`src/rtl/decode_mod_rm_collector.sv`:
```
// ModR/M byte collector.
// Sits between opcode decode and the combinational ModR/M decoder. After a
// start request it consumes the ModR/M byte, an optional SIB byte and 0/1/2/4
// displacement bytes. It then presents one aligned packet that is held until
// the consumer accepts it.
module decode_mod_rm_collector #(
  parameter bit SIGN_EXTEND_DISP = 1'b1
) (
  input  logic        clock,
  input  logic        reset,
  input  logic        start_valid,
  output logic        start_ready,
  input  logic        start_addr_32,
  input  logic        byte_valid,
  input  logic [7:0]  byte_data,
  output logic        byte_ready,
  output logic        out_valid,
  input  logic        out_ready,
  output logic [7:0]  out_mod_rm,
  output logic [7:0]  out_sib,
  output logic        out_sib_present,
  output logic [31:0] out_displacement,
  output logic [2:0]  out_disp_len,
  output logic [2:0]  out_length,
  output logic        out_addr_32
);

  typedef enum logic [2:0] {
    ST_IDLE  = 3'd0,
    ST_MODRM = 3'd1,
    ST_SIB   = 3'd2,
    ST_DISP  = 3'd3,
    ST_DONE  = 3'd4
  } state_t;

  state_t      state_q, state_d;
  logic [7:0]  mod_rm_q, mod_rm_d;
  logic [7:0]  sib_q, sib_d;
  logic        sib_present_q, sib_present_d;
  logic [31:0] disp_q, disp_d;
  logic [2:0]  disp_len_q, disp_len_d;
  logic [2:0]  length_q, length_d;
  logic        addr_32_q, addr_32_d;
  logic [1:0]  cnt_q, cnt_d;
  logic        start_ready_q, start_ready_d;
  logic        byte_ready_q, byte_ready_d;
  logic        out_valid_q, out_valid_d;
  logic        byte_fire_s;

  // A SIB byte follows in 32-bit mode for any memory form with rm=100.
  function automatic logic modrm_has_sib(input logic addr_32, input logic [7:0] modrm);
    logic r;
    r = addr_32 && (modrm[7:6] != 2'b11) && (modrm[2:0] == 3'b100);
    return r;
  endfunction

  // Displacement length implied by a ModR/M byte that is not followed by SIB.
  function automatic logic [2:0] modrm_disp_len(input logic addr_32, input logic [7:0] modrm);
    logic [2:0] len;
    case (modrm[7:6])
      2'b00: begin
        if (addr_32) begin
          len = (modrm[2:0] == 3'b101) ? 3'd4 : 3'd0;
        end else begin
          len = (modrm[2:0] == 3'b110) ? 3'd2 : 3'd0;
        end
      end
      2'b01:   len = 3'd1;
      2'b10:   len = addr_32 ? 3'd4 : 3'd2;
      2'b11:   len = 3'd0;
      default: len = 3'd0;
    endcase
    return len;
  endfunction

  // Displacement length once a SIB byte is known (32-bit addressing only).
  function automatic logic [2:0] sib_disp_len(input logic [1:0] md, input logic [2:0] base);
    logic [2:0] len;
    case (md)
      2'b00:   len = (base == 3'b101) ? 3'd4 : 3'd0;
      2'b01:   len = 3'd1;
      2'b10:   len = 3'd4;
      default: len = 3'd0;
    endcase
    return len;
  endfunction

  // Widen a completed disp8/disp16 to 32 bits; disp32 passes unchanged.
  function automatic logic [31:0] extend_disp(input logic [31:0] raw, input logic [2:0] len);
    logic [31:0] r;
    case (len)
      3'd1:    r = {(SIGN_EXTEND_DISP ? {24{raw[7]}} : 24'd0), raw[7:0]};
      3'd2:    r = {(SIGN_EXTEND_DISP ? {16{raw[15]}} : 16'd0), raw[15:0]};
      default: r = raw;
    endcase
    return r;
  endfunction

  assign byte_fire_s = byte_valid && byte_ready_q;

  // Next-state and datapath computation for the collection sequence.
  always_comb begin
    state_d       = state_q;
    mod_rm_d      = mod_rm_q;
    sib_d         = sib_q;
    sib_present_d = sib_present_q;
    disp_d        = disp_q;
    disp_len_d    = disp_len_q;
    length_d      = length_q;
    addr_32_d     = addr_32_q;
    cnt_d         = cnt_q;

    case (state_q)
      ST_IDLE: begin
        if (start_valid) begin
          addr_32_d     = start_addr_32;
          mod_rm_d      = 8'd0;
          sib_d         = 8'd0;
          sib_present_d = 1'b0;
          disp_d        = 32'd0;
          disp_len_d    = 3'd0;
          length_d      = 3'd0;
          cnt_d         = 2'd0;
          state_d       = ST_MODRM;
        end else begin
          state_d = ST_IDLE;
        end
      end

      ST_MODRM: begin
        if (byte_fire_s) begin
          mod_rm_d = byte_data;
          if (modrm_has_sib(addr_32_q, byte_data)) begin
            state_d = ST_SIB;
          end else begin
            disp_len_d = modrm_disp_len(addr_32_q, byte_data);
            if (disp_len_d != 3'd0) begin
              state_d = ST_DISP;
            end else begin
              state_d = ST_DONE;
            end
          end
        end else begin
          state_d = ST_MODRM;
        end
      end

      ST_SIB: begin
        if (byte_fire_s) begin
          sib_d         = byte_data;
          sib_present_d = 1'b1;
          disp_len_d    = sib_disp_len(mod_rm_q[7:6], byte_data[2:0]);
          if (disp_len_d != 3'd0) begin
            state_d = ST_DISP;
          end else begin
            state_d = ST_DONE;
          end
        end else begin
          state_d = ST_SIB;
        end
      end

      ST_DISP: begin
        if (byte_fire_s) begin
          disp_d[{cnt_q, 3'b000} +: 8] = byte_data;
          cnt_d = cnt_q + 2'd1;
          if ({1'b0, cnt_q} == (disp_len_q - 3'd1)) begin
            disp_d  = extend_disp(disp_d, disp_len_q);
            state_d = ST_DONE;
          end else begin
            state_d = ST_DISP;
          end
        end else begin
          state_d = ST_DISP;
        end
      end

      ST_DONE: begin
        if (out_ready) begin
          state_d = ST_IDLE;
        end else begin
          state_d = ST_DONE;
        end
      end

      default: begin
        state_d = ST_IDLE;
      end
    endcase

    // Total length is fixed on the edge that enters DONE.
    if ((state_d == ST_DONE) && (state_q != ST_DONE)) begin
      length_d = 3'd1 + {2'b00, sib_present_d} + disp_len_d;
    end else begin
      length_d = length_d;
    end
  end

  // Handshake outputs are registered copies of the next state's role.
  always_comb begin
    start_ready_d = (state_d == ST_IDLE);
    byte_ready_d  = (state_d == ST_MODRM) || (state_d == ST_SIB) || (state_d == ST_DISP);
    out_valid_d   = (state_d == ST_DONE);
  end

  // State and output registers; reset discards any partial packet.
  always_ff @(posedge clock) begin
    if (reset) begin
      state_q       <= ST_IDLE;
      mod_rm_q      <= 8'd0;
      sib_q         <= 8'd0;
      sib_present_q <= 1'b0;
      disp_q        <= 32'd0;
      disp_len_q    <= 3'd0;
      length_q      <= 3'd0;
      addr_32_q     <= 1'b0;
      cnt_q         <= 2'd0;
      start_ready_q <= 1'b1;
      byte_ready_q  <= 1'b0;
      out_valid_q   <= 1'b0;
    end else begin
      state_q       <= state_d;
      mod_rm_q      <= mod_rm_d;
      sib_q         <= sib_d;
      sib_present_q <= sib_present_d;
      disp_q        <= disp_d;
      disp_len_q    <= disp_len_d;
      length_q      <= length_d;
      addr_32_q     <= addr_32_d;
      cnt_q         <= cnt_d;
      start_ready_q <= start_ready_d;
      byte_ready_q  <= byte_ready_d;
      out_valid_q   <= out_valid_d;
    end
  end

  assign start_ready      = start_ready_q;
  assign byte_ready       = byte_ready_q;
  assign out_valid        = out_valid_q;
  assign out_mod_rm       = mod_rm_q;
  assign out_sib          = sib_q;
  assign out_sib_present  = sib_present_q;
  assign out_displacement = disp_q;
  assign out_disp_len     = disp_len_q;
  assign out_length       = length_q;
  assign out_addr_32      = addr_32_q;

endmodule

```
`config.mk`:
```
export PLATFORM = sky130hd
export DESIGN_NAME = decode_mod_rm_collector
export DESIGN_NICKNAME = d
export VERILOG_FILES = /design/src/rtl/decode_mod_rm_collector.sv
export SDC_FILE = /design/constraint.sdc
export NUM_CORES = 1
export LEC_CHECK = 0
export BUFFER_PORTS_ARGS = -buffer_cell sky130_fd_sc_hd__buf_4
export CAP_MARGIN = 15
export CORE_MARGIN = 1.5
export CORE_UTILIZATION = 36
export CTS_CLUSTER_SIZE = 10
export DETAILED_ROUTE_END_ITERATION = 6
export PLACE_DENSITY = 0.71
export SLEW_MARGIN = 40
export SYNTH_ARGS = -nofsm -noshare
export SYNTH_HDL_FRONTEND = slang
export SYNTH_SLANG_ARGS = --single-unit
```
`constraint.sdc`:
```
create_clock -name clock -period 2.6 [get_ports clock]
set_input_delay 0.39 -clock clock [delete_from_list [all_inputs] [get_ports clock]]
set_output_delay 0.39 -clock clock [all_outputs]
set_load 0.01 [all_outputs]
```
==> impl_metrics.py, run 1 <==
metrics = {
    "grt": {
        "grt_antenna_before_repair": 0,
        "grt_overflow": 0,
        "grt_max_degree": 61,
        "grt_pass1_vias": 3155,
        "grt_first_pass_wirelength_um": 15860,
        "grtUsageTotal": 0.2016,
    },
    "critical_path": {
        "cpLargestDelayFamily": "compound AO/OA/AOI/OAI gates",
        "cp_num_buf_inv": 1,
        "critPathKind": "reg2reg",
        "cp_cell_sequence": "or3b_4 -> a211oi_4 -> nor2_2 -> a221oi_2 -> ha_2 -> inv_2 -> ha_4 -> and2_4 -> a221o_1 -> o31ai_1",
        "crit_fanout": 3,
        "cp_slowest_cell": "or3b_4",
        "endpoint_kind": "register",
        "slowest_delay_ns": 0.41,
        "cp.arrival_ns": 2.75,
        "critPathRequiredTime_ns": 2.85,
        "startpoint_type": "register",
    },
    "floorplan": {
        "die_w_um": 98.26,
        "die-area_mm2": 0.009655,
        "core-area_mm2": 0.008763,
        "rows": 34,
        "io_pins": 73,
        "die_h_um": 98.26,
        "initial_utilization": 0.3728,
    },
    "layout": {
        "insertedDiodeCount": 0,
        "final_cells": 580,
        "syn_to_final_growth_pct": 31.29,
        "final_layout_size_suffix_gt1_frac": 0.2966,
        "nNetsFinal": 490,
    },
    "drt": {
        "wl_per_cell_um": 16.76,
        "vias": 3287,
        "vias_per_cell": 5.667,
        "drt_iter0_drc": 171,
        "firstDrtPassIters": 5,
        "drt_wl_total_um": 9722,
        "post-route-drc-count": 0,
        "drtAntennaViolNets": 0,
    },
    "timing": {
        "worstMarginPinSlew_ns": 0.7247,
        "slew_headroom": 0.5128,
        "hold_viol": 0,
        "period_needed_ns": 2.498,
        "maxSlewViolCount": 0,
        "setup_viol": 0,
        "fin_crit_sh": 0.9607,
        "clock_skew_ns": 0.01070,
        "max_freq_mhz": 400.4,
    },
    "yosys": {
        "syn-instance-count": 383,
        "ys_types": 58,
        "synth.cell_area_mm2": 0.003267,
        "synth_edf_count": 0,
        "syn_nets": 406,
        "synth.avg_cell_area_um2": 8.530,
        "synth_ff_type": "dfxtp_1",
        "ys_ff_latch": 64,
        "yosysSeqAreaShare": 0.3922,
        "synth_warnings": 0,
        "ys_async_sr_fraction": 0,
    },
    "clocking": {
        "cts-hold-fix-buffers": 0,
        "cts-root-buf": "clkbuf_8",
        "clk_latency_ns": 0.34,
        "clk_pin_slew_ns": 0.08,
        "cts_buffer_depth": 2,
        "cts-htree-levels": 3,
        "clock_sinks": 64,
        "cts_inserted_buffers": 9,
        "cts_tree": "yes",
    },
    "power_and_ir_drop": {
        "power.density_mw_per_mm2": 502.1,
        "p_leak_nw": 1.729,
        "total_power_mw": 2.154,
        "ir_worst_vdd_mv": 0.2129,
    },
    "placement": {
        "placedCellCount": 561,
        "post-dp-hpwl_um": 6764,
        "routabilityCongestion": 0.8208,
        "io_buffers": 72,
    },
    "hold_path": {
        "hold_path.class": "in2reg",
    },
    "job": {
        "maxCapViolations": 0,
    },
    "outcome": {
        "outcome": "complete, no violations",
    },
}
==> path summary, 6_finish.rpt <==
kind                       from             to  slack (ns)  depth (start not counted)
setup / recovery     state_q[1]  out_length[2]        0.10                         10
hold reg to reg   out_mod_rm[5]  out_mod_rm[5]        0.46                          2
setup reg to reg     state_q[1]  out_length[2]        0.10                         10
hold / removal    start_addr_32    out_addr_32        0.30                          3
==> state kept, by name, indices dropped and copies added, names as in the netlist <==
| register | count |
|---|---|
| cnt_q | 2 |
| out_addr_32 | 1 |
| out_sib | 8 |
| out_mod_rm | 8 |
| out_disp_len | 3 |
| start_ready | 1 |
| state_q | 3 |
| out_sib_present | 1 |
| out_displacement | 32 |
| out_valid | 1 |
| out_length | 3 |
| byte_ready | 1 |
==> through the flow <==
stage	instance area, um2	TNS [ns]	hold WS [ns]	setup slack, ns	util
6_report	4289	0	0.2995	0.1022	0.4894
5_1_grt	4289	-0.02995	0.3325	-0.02995	0.4894
4_1_cts	4222	0	0.2902	0.01560	0.4817
3_5_place_dp	4024	0	0.4485	0.006649	0.4592
3_3_place_gp	4018	0	0.4426	0.09389	0.4585
2_1_floorplan	3273	0	0.4761	0.03224	-
==> layer usage <==
layer  part of all wire  wire length [um]  track usage  vias up
li1                   -                 -            -     1589
met1               0.45              4410       0.2684     1580
met2               0.47              4610       0.3268      106
met3              0.059               571      0.03937       12
met4              0.013               131      0.07042        0
met5                  0                 0            0        -
==> worst register-to-register path: stages (launching register included) <==
cell	delay [ns]
dfxtp_2	0.32
or3b_4	0.41
a211oi_4	0.25
nor2_2	0.08
a221oi_2	0.29
ha_2	0.23
inv_2	0.04
ha_4	0.15
and2_4	0.15
a221o_1	0.30
o31ai_1	0.20
==> Yosys cell counts, types with 2 or more instances <==
| cell type | count | area [um2] |
|---|---|---|
| nor2_1 | 35 | 131.4 |
| a22o_1 | 7 | 61.31 |
| nand4_1 | 2 | 12.51 |
| and3_1 | 2 | 12.51 |
| or2_2 | 2 | 12.51 |
| nor4b_1 | 3 | 26.28 |
| a31oi_1 | 2 | 12.51 |
| a211oi_1 | 2 | 15.01 |
| nor4_1 | 3 | 18.77 |
| nand2b_1 | 4 | 25.02 |
| nor4bb_1 | 2 | 20.02 |
| and2_1 | 4 | 25.02 |
| nand3_1 | 27 | 135.1 |
| a21o_1 | 2 | 15.01 |
| clkinv_1 | 2 | 7.510 |
| nor2b_1 | 12 | 75.07 |
| nor3b_1 | 4 | 30.03 |
| xnor2_1 | 2 | 17.52 |
| dfxtp_1 | 64 | 1281 |
| nor3_1 | 2 | 10.01 |
| o21ai_0 | 11 | 55.05 |
| nand2_1 | 33 | 123.9 |
| ha_1 | 9 | 112.6 |
| a21oi_1 | 47 | 235.2 |
| a32oi_1 | 17 | 148.9 |
| inv_1 | 8 | 30.03 |
| xor2_1 | 2 | 17.52 |
| a211oi_2 | 2 | 25.02 |
| a221o_1 | 17 | 170.2 |
| clkbuf_1 | 18 | 67.56 |
| buf_2 | 8 | 40.04 |
| and3b_1 | 2 | 17.52 |
==> power breakdown <==
part	total, mW	switching, mW	leakage (nW)	internal, mW
Sequential	1.01	0.0107	0.518	0.996
Clock	0.872	0.398	0.101	0.474
Combinational	0.275	0.169	1.11	0.106
Total	2.15	0.578	1.73	1.58
==> final cells by class <==
cell class,count,area [um2]
clock inverters,4,52.55
fillers,837,4474
flip-flops and latches,64,1284
multi-input cells,281,1877
inverters,10,37.54
well taps,108,135.1
clock buffers,12,145.1
repair buffers,101,758.2
==> cell usage in the layout (no fill, tap or decap), drive strengths merged, types with 2 or more instances in the layout <==
master and count:
buf 101, dfxtp 64, a21oi 47, nor2 36, nand2 33, nand3 27
a221o 17, a32oi 17, nor2b 12, clkbuf 12, o21ai 11, inv 9
ha 9, a22o 7, nor4b 5, nor3b 4, and2 4, nand2b 4
clkinv 4, a211oi 4, nor4 3, xnor2 3, a31oi 2, a21o 2
nor4bb 2, and3b 2, and3 2, or2 2, xor2 2, nand4 2
nor3 2
==> logic make-up after synthesis <==
kind of cell / synth area share
AOI/OAI and AO/OA: 0.2624
xor gates and xnor gates: 0.01571
adders and majority gates: 0.03447
buffers and inverters: 0.05017
DFF: 0.3922
muxes: 0.003447
and+or+nand+nor: 0.2417
==> repair_timing <==
action,CTS,global route
endpoints found under the setup margin,0,1
setup buffers,0,3
gates resized for setup,0,11
(Power assumes the default switching activity.)
==> inputs of run 2 (changes only) <==
--- a/config.mk
+++ b/config.mk
@@ -8,10 +8,10 @@
 export BUFFER_PORTS_ARGS = -buffer_cell sky130_fd_sc_hd__buf_4
 export CAP_MARGIN = 15
 export CORE_MARGIN = 1.5
-export CORE_UTILIZATION = 36
+export CORE_UTILIZATION = 49
 export CTS_CLUSTER_SIZE = 10
 export DETAILED_ROUTE_END_ITERATION = 6
-export PLACE_DENSITY = 0.71
+export PLACE_DENSITY = 0.88
 export SLEW_MARGIN = 40
 export SYNTH_ARGS = -nofsm -noshare
 export SYNTH_HDL_FRONTEND = slang
==> run 2 against run 1 <==
Register-to-register slack got worse by 0.09 ns. Power grew 5.1%. Critical path depth stayed put. Hold slack got worse by 0.0023 ns. Critical endpoint unchanged.
==> impl_metrics.py, run 2 (same netlist as run 1, synthesis figures left out) <==
metrics = {
    "hold_path": {
        "holdPathStages": 3,
        "holdCritStartpoint": "start_addr_32",
        "hold_path.class": "in2reg",
        "whs_endpoint": "out_addr_32",
    },
    "floorplan": {
        "initial_utilization": 0.5116,
        "die_w_um": 84.65,
        "die_h_um": 84.65,
        "die-area_mm2": 0.007166,
        "rows": 29,
        "core-area_mm2": 0.006386,
        "io_pins": 73,
    },
    "power_and_ir_drop": {
        "power.density_mw_per_mm2": 533.4,
        "ir_worst_vdd_mv": 0.5397,
        "total_power_mw": 2.263,
        "p_leak_nw": 1.706,
    },
    "drt": {
        "wl_per_cell_um": 17.46,
        "drtAntennaViolNets": 0,
        "vias": 3430,
        "firstDrtPassIters": 5,
        "drt_wl_total_um": 9479,
        "vias_per_cell": 6.317,
        "drt_iter0_drc": 249,
        "post-route-drc-count": 0,
    },
    "timing": {
        "clock_skew_ns": 0.01101,
        "worstMarginPinSlew_ns": 0.8176,
        "slew_headroom": 0.4507,
        "maxSlewViolCount": 0,
        "setup_viol": 0,
        "fin_crit_sh": 0.9940,
        "hold_viol": 0,
        "max_freq_mhz": 386.9,
        "period_needed_ns": 2.584,
        "fin_ws_ns": 0.01554,
        "rsz0062_at_grt": "yes",
    },
    "clocking": {
        "cts_buffer_depth": 2,
        "cts_inserted_buffers": 9,
        "cts_tree": "yes",
        "cts-htree-levels": 3,
        "clk_latency_ns": 0.35,
        "cts-hold-fix-buffers": 0,
        "cts-root-buf": "clkbuf_8",
        "clk_pin_slew_ns": 0.08,
        "clock_sinks": 64,
    },
    "layout": {
        "final_layout_size_suffix_gt1_frac": 0.2918,
        "final_common_cell": "buf_4",
        "final_cell_mix": "buf_4 (95), dfxtp_1 (63), a21oi_1 (47)",
        "seq_area_mm2": 0.001282,
        "largest_reg_flops": 32,
        "fillCellCount": 522,
        "syn_to_final_growth_pct": 29.84,
        "nNetsFinal": 484,
        "multi_input_area_mm2": 0.001882,
        "insertedDiodeCount": 0,
    },
    "placement": {
        "post-dp-hpwl_um": 6469,
        "routabilityCongestion": 0.8214,
        "preCtsSetupSlack_ns": 0.002281,
        "io_buffers": 72,
    },
    "outcome": {
        "outcome": "complete, no violations",
    },
    "critical_path": {
        "r2r_cells": 10,
        "regToRegStartpoint": "state_q[1]",
        "reg2reg_slack_ns": 0.02,
        "crit_fanout": 2,
        "startpoint_type": "register",
        "critPathRequiredTime_ns": 2.87,
        "cp.arrival_ns": 2.85,
        "endpoint_kind": "register",
        "timing.rr.end": "out_length[2]",
        "critPathKind": "reg2reg",
    },
    "grt": {
        "grt_max_degree": 61,
        "grtUsageTotal": 0.2595,
        "grt_first_pass_wirelength_um": 15020,
        "grt_overflow": 0,
        "grt_pass1_vias": 3139,
        "grt_antenna_before_repair": 0,
    },
    "job": {
        "maxCapViolations": 0,
    },
}
[run 2: cell types whose count changed in the layout (fill, tap and decap cells not counted), sizes merged]
cell      delta
buf          -6
bufinv       +1
clkbuf       -2
clkinvlp     +2
inv          -1
[run 2: area by class of cell]
| cell class | count | share of cell area |
|---|---|---|
| Sequential cell | 64 | 0.3024 |
| Multi-Input combinational cell | 281 | 0.4437 |
| Inverter | 10 | 0.008850 |
| Tap cell | 77 | 0.02271 |
| Timing Repair Buffer | 95 | 0.1681 |
| Clock inverter | 6 | 0.02183 |
| Clock buffer | 10 | 0.03245 |
[run 2: metrics by stage]
step             util  setup TNS (ns)  instances  cell area [um2]  hold slack, ns
5_1_grt        0.6642         -0.1243        543             4242          0.3185
4_1_cts        0.6554               0        542             4185          0.2946
2_1_floorplan       -               0        383             3273          0.4761
6_report       0.6642               0        543             4242          0.2972
3_3_place_gp   0.6183               0        526             3949          0.4410
3_5_place_dp   0.6193               0        526             3955          0.4484
[run 2: timing repair]
action | 4_1_cts | 5_1_grt
setup buffers | 0 | 1
endpoints found under the setup margin | 0 | 3
gates resized for setup | 0 | 12
[run 2: worst max-delay path by stage]
stage	start	end	depth (start not counted)
final	state_q[1]	out_length[2]	10
after detailed placement	byte_data[2]	out_length[2]	11
after floorplan	state_q[1]	out_length[2]	11
after global routing	state_q[0]	out_length[2]	10
after global placement	byte_data[2]	out_length[2]	11
after CTS	state_q[0]	out_length[2]	10
[run 2: critical path: stages, from the launching register on]
cell and delay [ns]:
dfxtp_1 0.32, or3b_4 0.42, a211oi_4 0.25, nor2_2 0.09, a221oi_2 0.30, ha_2 0.23, inv_2 0.04, ha_4 0.15
and2_4 0.15, a221o_1 0.32, o31ai_1 0.23
[run 2: report_power, final]
group	switching [mW]	internal, mW
clock	0.419	0.569
combinational	0.167	0.101
sequential	0.0116	0.996
[run 2: routing by layer]
metal  vias to the layer above  wire [um]  track usage
met3                        31        834      0.06981
met2                       184       4592       0.4372
met5                         -          0            0
met4                         0        227      0.09384
met1                      1638       3825       0.3188
li1                       1577          -            -
